[src/rtl/cpu_defs_pkg.sv]
// Shared CPU definitions: opcode/funct encodings, fetch FSM states and reset PC.
package cpu_defs;

  localparam logic [31:0] RESET_PC_DEFAULT = 32'h0000_0000;

  localparam logic [5:0] OpcRtype = 6'h00;
  localparam logic [5:0] OpcJ     = 6'h02;
  localparam logic [5:0] OpcJal   = 6'h03;
  localparam logic [5:0] OpcBeq   = 6'h04;
  localparam logic [5:0] OpcBne   = 6'h05;
  localparam logic [5:0] OpcAddi  = 6'h08;
  localparam logic [5:0] OpcXori  = 6'h0E;
  localparam logic [5:0] OpcLw    = 6'h23;
  localparam logic [5:0] OpcSw    = 6'h2B;

  localparam logic [5:0] FunctJr  = 6'h08;
  localparam logic [5:0] FunctAdd = 6'h20;
  localparam logic [5:0] FunctSub = 6'h22;
  localparam logic [5:0] FunctSlt = 6'h2A;

  typedef enum logic [1:0] {
    StIdle = 2'd0,
    StReq  = 2'd1,
    StHold = 2'd2
  } fetch_state_e;

  function automatic logic [31:0] sext16(input logic [15:0] v);
    return {{16{v[15]}}, v};
  endfunction

endpackage

[src/rtl/fetch_pc_unit_if.sv]
// Instruction-memory request/acknowledge bus between the fetch unit and memory.
interface fetch_pc_unit_if;
  logic        imem_req;
  logic [31:0] imem_addr;
  logic        imem_ack;
  logic [31:0] imem_rdata;

  modport master (output imem_req, output imem_addr, input imem_ack, input imem_rdata);
  modport slave  (input imem_req, input imem_addr, output imem_ack, output imem_rdata);
endinterface

[src/rtl/fetch_pc_unit_next_pc_logic.sv]
// Combinational next-PC selection: jr > jump > taken branch > pc+4.
module next_pc_logic
  import cpu_defs::*;
(
  input  logic [31:0] pc_i,
  input  logic [31:0] instr_i,
  input  logic [31:0] rs_data_i,
  input  logic        jump_i,
  input  logic        jr_i,
  input  logic        beq_i,
  input  logic        bne_i,
  input  logic        alu_zero_i,
  output logic [31:0] next_pc_o
);

  logic [31:0] pc_plus4;
  logic [31:0] imm_sext;
  logic        taken;
  logic        unused_bits;

  assign pc_plus4 = pc_i + 32'd4;
  assign imm_sext = sext16(instr_i[15:0]);
  // beq and bne together is a protocol error and resolves to "not taken".
  assign taken = (beq_i & ~bne_i & alu_zero_i) | (bne_i & ~beq_i & ~alu_zero_i);
  assign unused_bits = ^{instr_i[31:26], rs_data_i[1:0]};

  always_comb begin
    next_pc_o = pc_plus4;
    if (jr_i) begin
      next_pc_o = {rs_data_i[31:2], 2'b00};
    end else if (jump_i) begin
      next_pc_o = {pc_plus4[31:28], instr_i[25:0], 2'b00};
    end else if (taken) begin
      next_pc_o = pc_plus4 + {imm_sext[29:0], 2'b00};
    end
  end

endmodule

[src/rtl/fetch_pc_unit.sv]
// Program counter, instruction register and fetch handshake FSM of the multicycle CPU.
module fetch_pc_unit
  import cpu_defs::*;
#(
  parameter logic [31:0] RESET_PC = RESET_PC_DEFAULT
) (
  input  logic                   clk,
  input  logic                   rst_n,
  input  logic                   fetch_start,
  fetch_pc_unit_if.master        imem,
  output logic                   instr_valid,
  output logic                   busy,
  input  logic                   pc_update,
  input  logic                   jump,
  input  logic                   jr,
  input  logic                   beq,
  input  logic                   bne,
  input  logic                   alu_zero,
  input  logic [31:0]            rs_data,
  output logic [31:0]            pc,
  output logic [31:0]            pc_plus4,
  output logic [31:0]            instr,
  output logic [5:0]             opcode,
  output logic [5:0]             funct,
  output logic [4:0]             rs,
  output logic [4:0]             rt,
  output logic [4:0]             rd,
  output logic [31:0]            imm_sext,
  output logic                   protocol_err
);

  fetch_state_e state_q, state_d;
  logic [31:0]  pc_q, pc_d;
  logic [31:0]  ir_q, ir_d;
  logic         err_q, err_d;
  logic [31:0]  next_pc;

  next_pc_logic u_next_pc (
    .pc_i       (pc_q),
    .instr_i    (ir_q),
    .rs_data_i  (rs_data),
    .jump_i     (jump),
    .jr_i       (jr),
    .beq_i      (beq),
    .bne_i      (bne),
    .alu_zero_i (alu_zero),
    .next_pc_o  (next_pc)
  );

  always_comb begin
    state_d = state_q;
    pc_d    = pc_q;
    ir_d    = ir_q;
    err_d   = err_q;

    unique case (state_q)
      StIdle, StHold: if (fetch_start) state_d = StReq;
      StReq: begin
        if (imem.imem_ack) begin
          ir_d    = imem.imem_rdata;
          state_d = StHold;
        end
      end
      default: state_d = StIdle;
    endcase

    // A PC commit during a fetch would change the address under an open request.
    if (pc_update) begin
      if (state_q == StReq) begin
        err_d = 1'b1;
      end else begin
        pc_d = next_pc;
        if (fetch_start || (beq && bne)) err_d = 1'b1;
      end
    end
  end

  always_ff @(posedge clk or negedge rst_n) begin
    if (!rst_n) begin
      state_q <= StIdle;
      pc_q    <= RESET_PC;
      ir_q    <= 32'h0;
      err_q   <= 1'b0;
    end else begin
      state_q <= state_d;
      pc_q    <= pc_d;
      ir_q    <= ir_d;
      err_q   <= err_d;
    end
  end

  assign imem.imem_req  = (state_q == StReq);
  assign imem.imem_addr = pc_q;
  assign busy           = (state_q == StReq);
  assign instr_valid    = (state_q == StHold);
  assign protocol_err   = err_q;

  assign pc       = pc_q;
  assign pc_plus4 = pc_q + 32'd4;
  assign instr    = ir_q;
  assign opcode   = ir_q[31:26];
  assign rs       = ir_q[25:21];
  assign rt       = ir_q[20:16];
  assign rd       = ir_q[15:11];
  assign funct    = ir_q[5:0];
  assign imm_sext = sext16(ir_q[15:0]);

endmodule
[src/flat_wrapper.sv]
// flat-port wrapper written by rule: the top's interface ports become plain ports
module fetch_pc_unit_flat import cpu_defs::*;
#(
  parameter logic [31:0] RESET_PC = RESET_PC_DEFAULT
)
  (clk, rst_n, fetch_start, instr_valid, busy, pc_update, jump, jr, beq, bne, alu_zero, rs_data, pc, pc_plus4, instr, opcode, funct, rs, rt, rd, imm_sext, protocol_err, imem_imem_req, imem_imem_addr, imem_imem_ack, imem_imem_rdata);
  fetch_pc_unit_if imem_i ();
  input  logic clk;
  input  logic rst_n;
  input  logic fetch_start;
  output logic instr_valid;
  output logic busy;
  input  logic pc_update;
  input  logic jump;
  input  logic jr;
  input  logic beq;
  input  logic bne;
  input  logic alu_zero;
  input  logic [31:0] rs_data;
  output logic [31:0] pc;
  output logic [31:0] pc_plus4;
  output logic [31:0] instr;
  output logic [5:0] opcode;
  output logic [5:0] funct;
  output logic [4:0] rs;
  output logic [4:0] rt;
  output logic [4:0] rd;
  output logic [31:0] imm_sext;
  output logic protocol_err;
  output wire logic [$bits(imem_i.imem_req)-1:0] imem_imem_req;
  output wire logic [$bits(imem_i.imem_addr)-1:0] imem_imem_addr;
  input wire logic [$bits(imem_i.imem_ack)-1:0] imem_imem_ack;
  input wire logic [$bits(imem_i.imem_rdata)-1:0] imem_imem_rdata;
  assign imem_imem_req = imem_i.imem_req;
  assign imem_imem_addr = imem_i.imem_addr;
  assign imem_i.imem_ack = imem_imem_ack;
  assign imem_i.imem_rdata = imem_imem_rdata;
  fetch_pc_unit #(.RESET_PC(RESET_PC)) u_core (.clk(clk), .rst_n(rst_n), .fetch_start(fetch_start), .imem(imem_i), .instr_valid(instr_valid), .busy(busy), .pc_update(pc_update), .jump(jump), .jr(jr), .beq(beq), .bne(bne), .alu_zero(alu_zero), .rs_data(rs_data), .pc(pc), .pc_plus4(pc_plus4), .instr(instr), .opcode(opcode), .funct(funct), .rs(rs), .rt(rt), .rd(rd), .imm_sext(imm_sext), .protocol_err(protocol_err));
endmodule
[config.mk]
export PLATFORM = sky130hd
export DESIGN_NAME = fetch_pc_unit_flat
export DESIGN_NICKNAME = d
export VERILOG_FILES = /design/src/rtl/cpu_defs_pkg.sv /design/src/rtl/fetch_pc_unit_if.sv /design/src/rtl/fetch_pc_unit_next_pc_logic.sv /design/src/rtl/fetch_pc_unit.sv /design/src/flat_wrapper.sv
export SDC_FILE = /design/constraint.sdc
export NUM_CORES = 1
export LEC_CHECK = 0
export ABC_AREA = 1
export ABC_CLOCK_PERIOD_IN_PS = 2850
export BUFFER_PORTS_ARGS = -buffer_cell sky130_fd_sc_hd__buf_2
export CAP_MARGIN = 15
export CORE_ASPECT_RATIO = 1.4
export CORE_MARGIN = 3
export CORE_UTILIZATION = 25
export DETAILED_ROUTE_END_ITERATION = 7
export GPL_TIMING_DRIVEN = 0
export RECOVER_POWER = 100
export SYNTH_ARGS = -nofsm -noshare
export SYNTH_HDL_FRONTEND = slang
export SYNTH_SLANG_ARGS = --single-unit
[constraint.sdc]
create_clock -name clk -period 2.85 [get_ports clk]
set_input_delay 0.285 -clock clk [delete_from_list [all_inputs] [get_ports clk]]
set_output_delay 0.285 -clock clk [all_outputs]
set_load 0.02 [all_outputs]
==> results.py, run 1 <==
metrics = {
    "worst_setup_path": {
        "critPathTopFamily": "simple AND/OR/NAND/NOR gates",
        "cp_common_cell": "nand2_1",
        "cp_cell_sequence": "ha_4 > inv_6 > nor2_4 > nand2_2 > inv_4 > nand2_4 > inv_2 > nand3_2 > nand2_2 > inv_4 > ha_4 > inv_1 > nor3_4 > nand2_2 > nor2_1 > nand2_1 > nand4_1 > nand3_2 > nand2_1 > nand2_1 > nand2_1 > nand2_1",
        "r2r_end": "u_core.imem.imem_addr[26]",
        "crit_fanout": 6,
        "start_kind": "register",
        "arrival_ns": 3.25,
        "r2r_slack_ns": -0.16,
        "startpoint": "u_core.imem.imem_addr[3]",
        "endpoint": "u_core.imem.imem_addr[26]",
        "path_buf_inv": 5,
        "crit_slowest_cell": "dfrtp_2",
        "critical-path-max-stage-delay_ns": 0.41,
        "r2r-start": "u_core.imem.imem_addr[3]",
        "crit_type": "register to register",
        "cp.required_ns": 3.09,
        "r2r_cells": 22,
        "cp.depth": 22,
        "end_kind": "register",
    },
    "timing": {
        "fmax_ghz": 0.332,
        "setup_violations": 12,
        "rsz0062_at_grt": "yes",
        "post-route-period-util_pct": 106,
        "hold_viol": 0,
        "maxSlewHeadroom_pct": -0.741,
        "slew_violations": 56,
        "worst_slack_ns": -0.159,
        "tightest_slew_ns": 1.51,
        "period_minus_slack_ns": 3.01,
        "tns_ns": -0.585,
        "skew_ns": 0.0121,
    },
    "cells_and_area": {
        "seqCellArea_um2": 1660,
        "nNetsFinal": 1540,
        "final_cells": 1799,
        "drive_above_1_share_pct": 52.8,
        "final_util_pct": 41.2,
        "syn_to_final_growth_pct": 60.8,
        "fillers": 2727,
        "multi_input_area_um2": 5460,
        "diodes": 0,
    },
    "grt": {
        "grt_use_met1_pct": 22.7,
        "antenna_found_initial": 1,
        "grt_max_degree": 57,
        "grt_pass1_vias": 8264,
        "grt_use_met3_pct": 3.37,
        "use_met2_pct": 36.0,
        "gr-max-usage-layer": "met2",
        "grtUsageTotal_pct": 20.0,
        "overflow": 0,
        "grt_pass1_wl_mm": 46.3,
    },
    "floorplan": {
        "core_area_um2": 27100,
        "dieWidth_um": 147,
        "start_util_pct": 25.6,
        "io-pin-count": 265,
        "dieArea_um2": 29800,
        "dieHeight_um": 203,
        "num_rows": 71,
    },
    "power": {
        "total_power_mw": 14.4,
        "ir_worst_vdd_v": 0.000512,
        "leakagePower_nw": 5.66,
        "p_per_area_nw_per_um2": 1290,
    },
    "synthesis": {
        "synth_most_common_cell": "nand2_1",
        "netlist.area_leader.share_pct": 23.4,
        "synth_compound_area_share_pct": 10.3,
        "yosysTopAreaCell": "dfrtp_1",
        "synth.avg_cell_area_um2": 6.53,
        "synth_top_family_by_area": "simple AND/OR/NAND/NOR gates",
        "synth_fa_ha_area_share_pct": 6.78,
        "synth_warnings": 0,
        "muxShareOfSynthArea_pct": 5.03,
        "ys_seq_area_share_pct": 23.4,
        "synth_commonest_cells": "310 x nand2_1, 117 x inv_1, 112 x nor2_1",
        "synth_area_leaders": "dfrtp_1 23%, nand2_1 17%, buf_4 10%",
        "yosys.area_share.simple_pct": 33.7,
        "yosys.area_share.xor_xnor_pct": 2.40,
        "async_flop_share_pct": 100,
        "synth_cell_type_count": 48,
        "synthFlopType": "dfrtp_1",
        "synth_edf_count": 0,
        "ys_ff_latch": 65,
        "syn_inst": 1063,
        "synth.cell_area_um2": 6940,
    },
    "placement": {
        "dp.cells": 1689,
        "gp_congestion": 0.979,
        "place.port_buffers": 254,
        "pre_cts_ws_ns": -0.711,
        "dp_hpwl_mm": 24.4,
    },
    "routing": {
        "firstDrtPassIters": 7,
        "first_iter_violations": 635,
        "drc": 0,
        "vias_per_cell": 4.71,
        "finalWirelength_mm": 31.8,
        "vias": 8474,
        "post_drt_wl_per_cell_um": 17.7,
        "ant_nets": 0,
    },
    "clock_tree": {
        "cts_root_buf": "clkbuf_16",
        "clk_path_buf_depth": 2,
        "h-tree-depth": 3,
        "cts.sinks": 65,
        "cts_tree": "yes",
        "clk_latency_ns": 0.35,
        "clk_pin_slew_ns": 0.06,
        "cts_inserted_buffers": 9,
    },
    "min_path": {
        "hold_path.class": "input pin to register",
        "whs_path_depth": 2,
    },
    "job": {
        "cap_violations": 1,
    },
    "outcome": {
        "violations": "max-capacitance violations, max-slew violations, negative setup slack",
        "status": "complete, but fails checks",
    },
}
## worst reg2reg max path, cell delays in order (launching register included)
cell and delay (ns):
dfrtp_2 0.41, ha_4 0.17, inv_6 0.05, nor2_4 0.17, nand2_2 0.12, inv_4 0.10
nand2_4 0.08, inv_2 0.06, nand3_2 0.05, nand2_2 0.10, inv_4 0.06, ha_4 0.31
inv_1 0.09, nor3_4 0.27, nand2_2 0.11, nor2_1 0.13, nand2_1 0.11, nand4_1 0.12
nand3_2 0.14, nand2_1 0.09, nand2_1 0.05, nand2_1 0.06, nand2_1 0.05
## cell families after synthesis
logic type / Yosys count
buf+inv: 239
flops: 65
other cells: 1
compound gates: 126
fa+ha+maj: 37
simple gates: 545
mux: 31
xor+xnor: 19
## power by group
part | internal [mW] | switching (mW)
Sequential | 1.32 | 0.672
Clock | 0.673 | 0.460
Combinational | 4.63 | 6.70
## final cells by class
| cell class | instances | share of cell area, % |
|---|---|---|
| sequential | 65 | 14.8 |
| timing repair buffer | 350 | 18.1 |
| clock buffer | 10 | 2.05 |
| clock inverter | 6 | 0.527 |
| multi-input combinational | 764 | 48.9 |
| tap | 365 | 4.09 |
| buffer | 117 | 7.23 |
| inverter | 122 | 4.26 |
## timing repair
action,CTS,global route
hold endpoints to repair,9,0
hold buffers,1,0
endpoints found under the setup margin,23,23
pin swaps,45,82
gates resized for setup,171,162
buffers inserted,64,29
## through the flow
step / area (µm²) / hold WS (ns)
floorplan: 7010 / -0.0106
global placement: 8730 / 0.449
detailed placement: 8790 / 0.155
CTS: 10300 / 0.135
global route: 11200 / 0.135
finish: 11200 / 0.145
## worst min path at each step
stage / from / endpoint / slack, ns
detailed placement: rst_n / u_core.instr[12] / 0.15
floorplan: rst_n / u_core.imem.imem_addr[10] / -0.01
global placement: u_core.protocol_err / u_core.protocol_err / 0.45
global route: imem_imem_ack / u_core.state_q[0] / 0.14
CTS: imem_imem_ack / u_core.state_q[0] / 0.14
finish: imem_imem_ack / u_core.state_q[0] / 0.15
## cell usage in the layout (no fill, tap or decap), types with 8 or more instances in the layout
master     count
nand2_2       56
inv_1         94
nor2_2        17
o211ai_1       9
clkbuf_16      9
a21oi_1       33
a21oi_2       15
clkbuf_1      34
buf_4        184
buf_2        241
o21ai_1        9
nand2_4       20
nand3_1       51
mux2_2        31
nor3_4         8
nand4_1       11
ha_4          26
o21ai_0       19
nor2_1        83
dfrtp_2       23
inv_2         22
nand2_1      243
ha_1           9
a21oi_4       11
nand3_2       12
dfrtp_1       42
nor2_4        19
## state kept, by name, indices dropped and copies added (netlist names)
signal / flops
u_core.imem.imem_addr: 30
u_core.instr: 32
u_core.protocol_err: 1
u_core.state_q: 2
## routing by layer
metal	share of wire [%]	wire length [µm]
met5	0.041	13
met1	37	11900
met2	51	16200
met4	4.8	1530
met3	6.9	2180
(Power assumes the default switching activity.)
==> run 2, diff against run 1 <==
--- a/config.mk
+++ b/config.mk
@@ -14,6 +14,7 @@
 export CORE_UTILIZATION = 25
 export DETAILED_ROUTE_END_ITERATION = 7
 export GPL_TIMING_DRIVEN = 0
+export MAX_ROUTING_LAYER = met4
 export RECOVER_POWER = 100
 export SYNTH_ARGS = -nofsm -noshare
 export SYNTH_HDL_FRONTEND = slang
==> results.py, run 2 (synthesized netlist as in run 1, its figures left out) <==
metrics = {
    "power": {
        "p_per_area_nw_per_um2": 1310,
        "ir_worst_vdd_v": 0.000488,
        "leakagePower_nw": 5.72,
    },
    "worst_setup_path": {
        "critPathTopFamily": "simple AND/OR/NAND/NOR gates",
        "arrival_ns": 3.22,
        "start_kind": "register",
        "crit_type": "register to register",
        "crit_fanout": 5,
        "r2r_cells": 20,
        "crit_slowest_cell": "dfrtp_2",
        "r2r_slack_ns": -0.14,
        "cp.required_ns": 3.07,
        "path_buf_inv": 3,
        "r2r-start": "u_core.imem.imem_addr[7]",
        "r2r_end": "u_core.imem.imem_addr[15]",
        "cp_cell_sequence": "nand2_4 > nor3_4 > nand2_4 > buf_4 > nand2_1 > o21ai_2 > inv_2 > ha_4 > nand2_2 > inv_1 > a21oi_4 > nor2_4 > nor2_4 > nand2_4 > nand2_1 > nand2_1 > nor2_1 > o21ai_1 > nand2_1 > o21ai_1",
        "end_kind": "register",
        "cp_common_cell": "nand2_1",
        "critical-path-max-stage-delay_ns": 0.43,
    },
    "grt": {
        "antenna_found_initial": 0,
        "grt_pass1_vias": 8169,
        "grt_max_degree": 60,
        "grt_pass1_wl_mm": 46.9,
        "grtUsageTotal_pct": 21.0,
        "overflow": 0,
    },
    "min_path": {
        "holdPathEnd": "u_core.state_q[0]",
        "whs_path_depth": 2,
        "hold_path.class": "input pin to register",
        "worstHoldStart": "imem_imem_ack",
    },
    "cells_and_area": {
        "drive_above_1_share_pct": 54.6,
        "syn_to_final_growth_pct": 63.5,
        "largest_reg_flops": 32,
        "final_common_cell": "buf_2",
        "layout_common_cells": "240 x buf_2, 233 x nand2_1, 180 x buf_4",
        "final_util_pct": 41.9,
        "nNetsFinal": 1539,
        "fillers": 2813,
        "diodes": 0,
        "fin_area_um2": 11300,
    },
    "timing": {
        "tightest_slew_ns": 1.59,
        "post-route-period-util_pct": 105,
        "maxSlewHeadroom_pct": -5.81,
        "hold_viol": 0,
        "slew_violations": 60,
        "period_minus_slack_ns": 2.99,
        "skew_ns": 0.0142,
        "rsz0062_at_grt": "yes",
        "setup_violations": 5,
        "worst_slack_ns": -0.144,
        "fmax_ghz": 0.334,
    },
    "clock_tree": {
        "cts_tree": "yes",
        "cts.sinks": 65,
        "h-tree-depth": 3,
        "cts_inserted_buffers": 9,
        "clk_latency_ns": 0.36,
        "cts_root_buf": "clkbuf_16",
        "clk_pin_slew_ns": 0.07,
        "clk_path_buf_depth": 2,
    },
    "routing": {
        "firstDrtPassIters": 4,
        "drc": 0,
        "ant_nets": 0,
        "finalWirelength_mm": 32.1,
        "first_iter_violations": 407,
        "vias_per_cell": 4.67,
        "vias": 8400,
        "post_drt_wl_per_cell_um": 17.8,
    },
    "floorplan": {
        "num_rows": 71,
        "dieArea_um2": 29800,
        "dieWidth_um": 147,
        "io-pin-count": 265,
        "start_util_pct": 25.6,
        "core_area_um2": 27100,
        "dieHeight_um": 203,
    },
    "placement": {
        "dp_hpwl_mm": 24.8,
        "gp_congestion": 0.933,
        "dpl-instance-area_um2": 8790,
        "place.port_buffers": 254,
    },
    "job": {
        "cap_violations": 1,
    },
    "outcome": {
        "violations": "max-capacitance violations, max-slew violations, negative setup slack",
        "status": "complete, but fails checks",
    },
}
run 2: cell types whose count changed in the layout (fill, tap and decap cells not counted), moves of 2 or more:
cell / change
nor2_4: +7
nand2_4: +9
a21oi_2: -2
clkinv_2: -2
dfrtp_2: +2
nor2_1: -7
nand2_1: -10
buf_4: -4
buf_6: +2
nand3_1: -9
nand3_2: +8
dfrtp_1: -2
run 2: area by class of cell:
| class | instances | area (µm²) | share of cell area [%] |
|---|---|---|---|
| multi-input cells | 764 | 5590 | 49.3 |
| repair buffers | 349 | 2030 | 17.9 |
| flip-flops and latches | 65 | 1660 | 14.6 |
| plain buffers | 117 | 807 | 7.12 |
| inverters | 122 | 478 | 4.21 |
| well taps | 365 | 457 | 4.03 |
| clock buffers | 11 | 243 | 2.14 |
| clock inverters | 5 | 78.8 | 0.695 |
run 2: repair_timing:
action,4_1_cts,5_1_grt
buffers inserted,60,33
hold buffers,1,0
resized for setup,168,207
pin swaps,38,102
cloned,0,0
endpoints found under the hold margin,6,0
endpoints found under the setup margin,23,23
run 2: stage by stage:
step / power [mW] / hold slack [ns] / cells / TNS [ns] / setup WS (ns)
3_3_place_gp: 10.3 / 0.449 / 1687 / -12.60 / -0.767
5_1_grt: 15.8 / 0.130 / 1798 / -2.54 / -0.236
4_1_cts: 13.2 / 0.115 / 1766 / -0.178 / -0.0417
6_report: 14.9 / 0.126 / 1798 / -0.303 / -0.144
3_5_place_dp: 10.4 / 0.130 / 1689 / -13.68 / -0.801
2_1_floorplan: 7.64 / -0.0106 / 1068 / -0.0712 / -0.0456
run 2: routing by layer:
metal	vias to the layer above	global-route usage [%]	wire [µm]
met5	-	-	0
met4	0	7.50	1070
met3	54	2.30	1540
met1	3995	23.4	12400
met2	311	38.4	17100
li1	4040	-	-
run 2: how the worst max path moves through the flow:
stage | to | cells past startpoint | slack (ns) | start
2_1_floorplan | u_core.imem.imem_addr[25] | 20 | -0.05 | u_core.imem.imem_addr[3]
3_3_place_gp | u_core.imem.imem_addr[27] | 19 | -0.77 | u_core.imem.imem_addr[2]
3_5_place_dp | u_core.imem.imem_addr[21] | 19 | -0.80 | u_core.imem.imem_addr[2]
4_1_cts | u_core.imem.imem_addr[27] | 21 | -0.04 | u_core.imem.imem_addr[2]
5_1_grt | u_core.imem.imem_addr[15] | 21 | -0.24 | u_core.imem.imem_addr[3]
6_report | u_core.imem.imem_addr[15] | 20 | -0.14 | u_core.imem.imem_addr[7]
run 2: report_power, final:
part | total [mW] | switching [mW] | internal (mW) | leakage (nW)
Combinational | 11.6 | 6.89 | 4.75 | 4.81
Sequential | 1.99 | 0.667 | 1.32 | 0.741
Clock | 1.26 | 0.471 | 0.789 | 0.159
==> run 3, diff against run 2 <==
--- a/config.mk
+++ b/config.mk
@@ -6,12 +6,13 @@
 export NUM_CORES = 1
 export LEC_CHECK = 0
 export ABC_AREA = 1
-export ABC_CLOCK_PERIOD_IN_PS = 2850
+export ABC_CLOCK_PERIOD_IN_PS = 2900
 export BUFFER_PORTS_ARGS = -buffer_cell sky130_fd_sc_hd__buf_2
 export CAP_MARGIN = 15
 export CORE_ASPECT_RATIO = 1.4
 export CORE_MARGIN = 3
 export CORE_UTILIZATION = 25
+export CTS_CLUSTER_SIZE = 24
 export DETAILED_ROUTE_END_ITERATION = 7
 export GPL_TIMING_DRIVEN = 0
 export MAX_ROUTING_LAYER = met4
==> constraint.sdc (replaced) <==
create_clock -name clk -period 2.9 [get_ports clk]
set_input_delay 0.29 -clock clk [delete_from_list [all_inputs] [get_ports clk]]
set_output_delay 0.29 -clock clk [all_outputs]
set_load 0.02 [all_outputs]
==> results.py, run 3 (synthesized netlist as in run 1, its figures left out) <==
metrics = {
    "timing": {
        "post-route-period-util_pct": 100,
        "tightest_slew_ns": 1.53,
        "whs_ns": 0.139,
        "worst_slack_ns": -0.0111,
        "period_minus_slack_ns": 2.91,
        "skew_ns": 0.0125,
        "fmax_ghz": 0.344,
        "maxSlewHeadroom_pct": -1.71,
        "rsz0062_at_grt": "yes",
        "slew_violations": 56,
        "setup_violations": 1,
        "hold_viol": 0,
    },
    "routing": {
        "vias_per_cell": 4.69,
        "firstDrtPassIters": 5,
        "post_drt_wl_per_cell_um": 17.7,
        "ant_nets": 0,
        "finalWirelength_mm": 31.8,
        "first_iter_violations": 553,
        "drc": 0,
        "vias": 8425,
    },
    "grt": {
        "antenna_found_initial": 0,
        "grtUsageTotal_pct": 20.9,
        "overflow": 0,
        "grt_max_degree": 56,
        "grt_pass1_vias": 8184,
        "grt_pass1_wl_mm": 46.6,
    },
    "worst_setup_path": {
        "crit_fanout": 5,
        "start_kind": "register",
        "crit_type": "register to register",
        "r2r-start": "u_core.imem.imem_addr[3]",
        "r2r_cells": 22,
        "r2r_end": "u_core.imem.imem_addr[25]",
        "arrival_ns": 3.16,
        "cp.required_ns": 3.14,
        "r2r_slack_ns": -0.01,
        "end_kind": "register",
    },
    "power": {
        "seqPwrFrac_pct": 13.9,
        "p_int_mw": 6.41,
        "ir_worst_vdd_v": 0.000483,
        "clkPwrFrac_pct": 7.8,
        "pwr-share-comb_pct": 78.3,
        "leakagePower_nw": 5.49,
        "p_sw_mw": 7.64,
        "p_per_area_nw_per_um2": 1270,
        "p_sw_share_pct": 54.4,
    },
    "placement": {
        "dpl-instance-area_um2": 8790,
        "dp_hpwl_mm": 24.7,
        "gp_congestion": 0.946,
        "place.port_buffers": 254,
    },
    "cells_and_area": {
        "diodes": 0,
        "largest_reg_flops": 32,
        "final_common_cell": "nand2_1",
        "syn_to_final_growth_pct": 59.2,
        "fillers": 2831,
        "layout_common_cells": "248 x nand2_1, 200 x buf_2, 187 x buf_4",
        "drive_above_1_share_pct": 49.3,
        "fin_area_um2": 11000,
        "nNetsFinal": 1539,
    },
    "min_path": {
        "whs_path_depth": 2,
        "worstHoldStart": "imem_imem_ack",
        "hold_path.class": "input pin to register",
        "holdPathEnd": "u_core.state_q[0]",
    },
    "job": {
        "cap_violations": 1,
    },
    "outcome": {
        "status": "complete, but fails checks",
        "violations": "max-capacitance violations, max-slew violations, negative setup slack",
    },
    "floorplan": {
        "dieWidth_um": 147,
        "start_util_pct": 25.6,
        "dieArea_um2": 29800,
        "dieHeight_um": 203,
        "num_rows": 71,
        "core_area_um2": 27100,
        "io-pin-count": 265,
    },
    "clock_tree": {
        "cts_tree": "yes",
        "h-tree-depth": 3,
        "cts_root_buf": "clkbuf_16",
        "clk_pin_slew_ns": 0.06,
        "clk_latency_ns": 0.36,
        "cts_inserted_buffers": 9,
        "clk_path_buf_depth": 2,
        "cts.sinks": 65,
    },
}
[run 3: worst max-delay path: stages, from the launching register on]
cell and delay, ns:
dfrtp_2 0.42, ha_4 0.18, inv_6 0.05, nor2_4 0.15, nand2_2 0.11, inv_4 0.10, nand2_4 0.07, or2_4 0.26
nand2_4 0.08, ha_4 0.23, a21oi_4 0.20, buf_6 0.13, o21bai_4 0.07, inv_2 0.05, o21ai_2 0.06, nand2_1 0.09
nand3_1 0.07, nand2_1 0.09, nand3_2 0.12, nand2_1 0.10, nand2_1 0.05, nand2_1 0.06, nand2_1 0.05
[run 3: worst max-delay path by stage]
stage | from | endpoint | slack [ns] | depth (start not counted)
after CTS | u_core.imem.imem_addr[25] | u_core.imem.imem_addr[29] | -0.01 | 17
after global placement | u_core.imem.imem_addr[2] | u_core.imem.imem_addr[27] | -0.73 | 19
after floorplan | u_core.imem.imem_addr[3] | u_core.imem.imem_addr[25] | 0.004 | 20
final | u_core.imem.imem_addr[3] | u_core.imem.imem_addr[25] | -0.01 | 22
after global routing | u_core.imem.imem_addr[5] | u_core.imem.imem_addr[27] | -0.14 | 22
after detailed placement | u_core.imem.imem_addr[2] | u_core.imem.imem_addr[27] | -0.70 | 19
[run 3: metal layers]
metal	global-route usage, %	share of wire, %
met5	-	0
met4	8.24	3.8
met3	2.59	5.6
met2	37.3	52
met1	23.6	39
[run 3: area by class of cell]
| class | count | area [µm²] | area share [%] |
|---|---|---|---|
| well taps | 365 | 457 | 4.14 |
| flip-flops and latches | 65 | 1660 | 15.0 |
| clock buffers | 14 | 274 | 2.48 |
| clock inverters | 2 | 12.5 | 0.113 |
| multi-input cells | 764 | 5430 | 49.2 |
| inverters | 122 | 470 | 4.26 |
| plain buffers | 117 | 807 | 7.31 |
| repair buffers | 349 | 1930 | 17.5 |
[run 3: power by group through the flow]
stage          sequential [mW]  combinational [mW]  clock (mW)
6_report                  1.96                11.0        1.10
4_1_cts                   1.93                9.51        1.11
2_1_floorplan             2.25                5.26           0
3_5_place_dp              2.04                8.14           0
5_1_grt                   2.03                11.8        1.16
3_3_place_gp              2.07                8.02           0
[run 3: timing repair]
| item | 4_1_cts | 5_1_grt |
|---|---|---|
| resized for setup | 133 | 188 |
| buffers inserted | 60 | 32 |
| hold endpoints to repair | 10 | 0 |
| pin swaps | 26 | 76 |
| hold buffers | 1 | 0 |
| endpoints found under the setup margin | 23 | 21 |
[run 3: per-stage QoR]
stage | setup TNS (ns) | setup WS (ns) | utilization (%) | power (mW) | cells
4_1_cts | -0.0211 | -0.00978 | 37.2 | 12.6 | 1766
3_5_place_dp | -12.07 | -0.703 | 32.4 | 10.2 | 1689
3_3_place_gp | -11.67 | -0.731 | 32.2 | 10.1 | 1687
5_1_grt | -3.28 | -0.140 | 40.8 | 15.0 | 1798
6_report | -0.0111 | -0.0111 | 40.8 | 14.1 | 1798
2_1_floorplan | 0 | 0.00439 | - | 7.51 | 1068
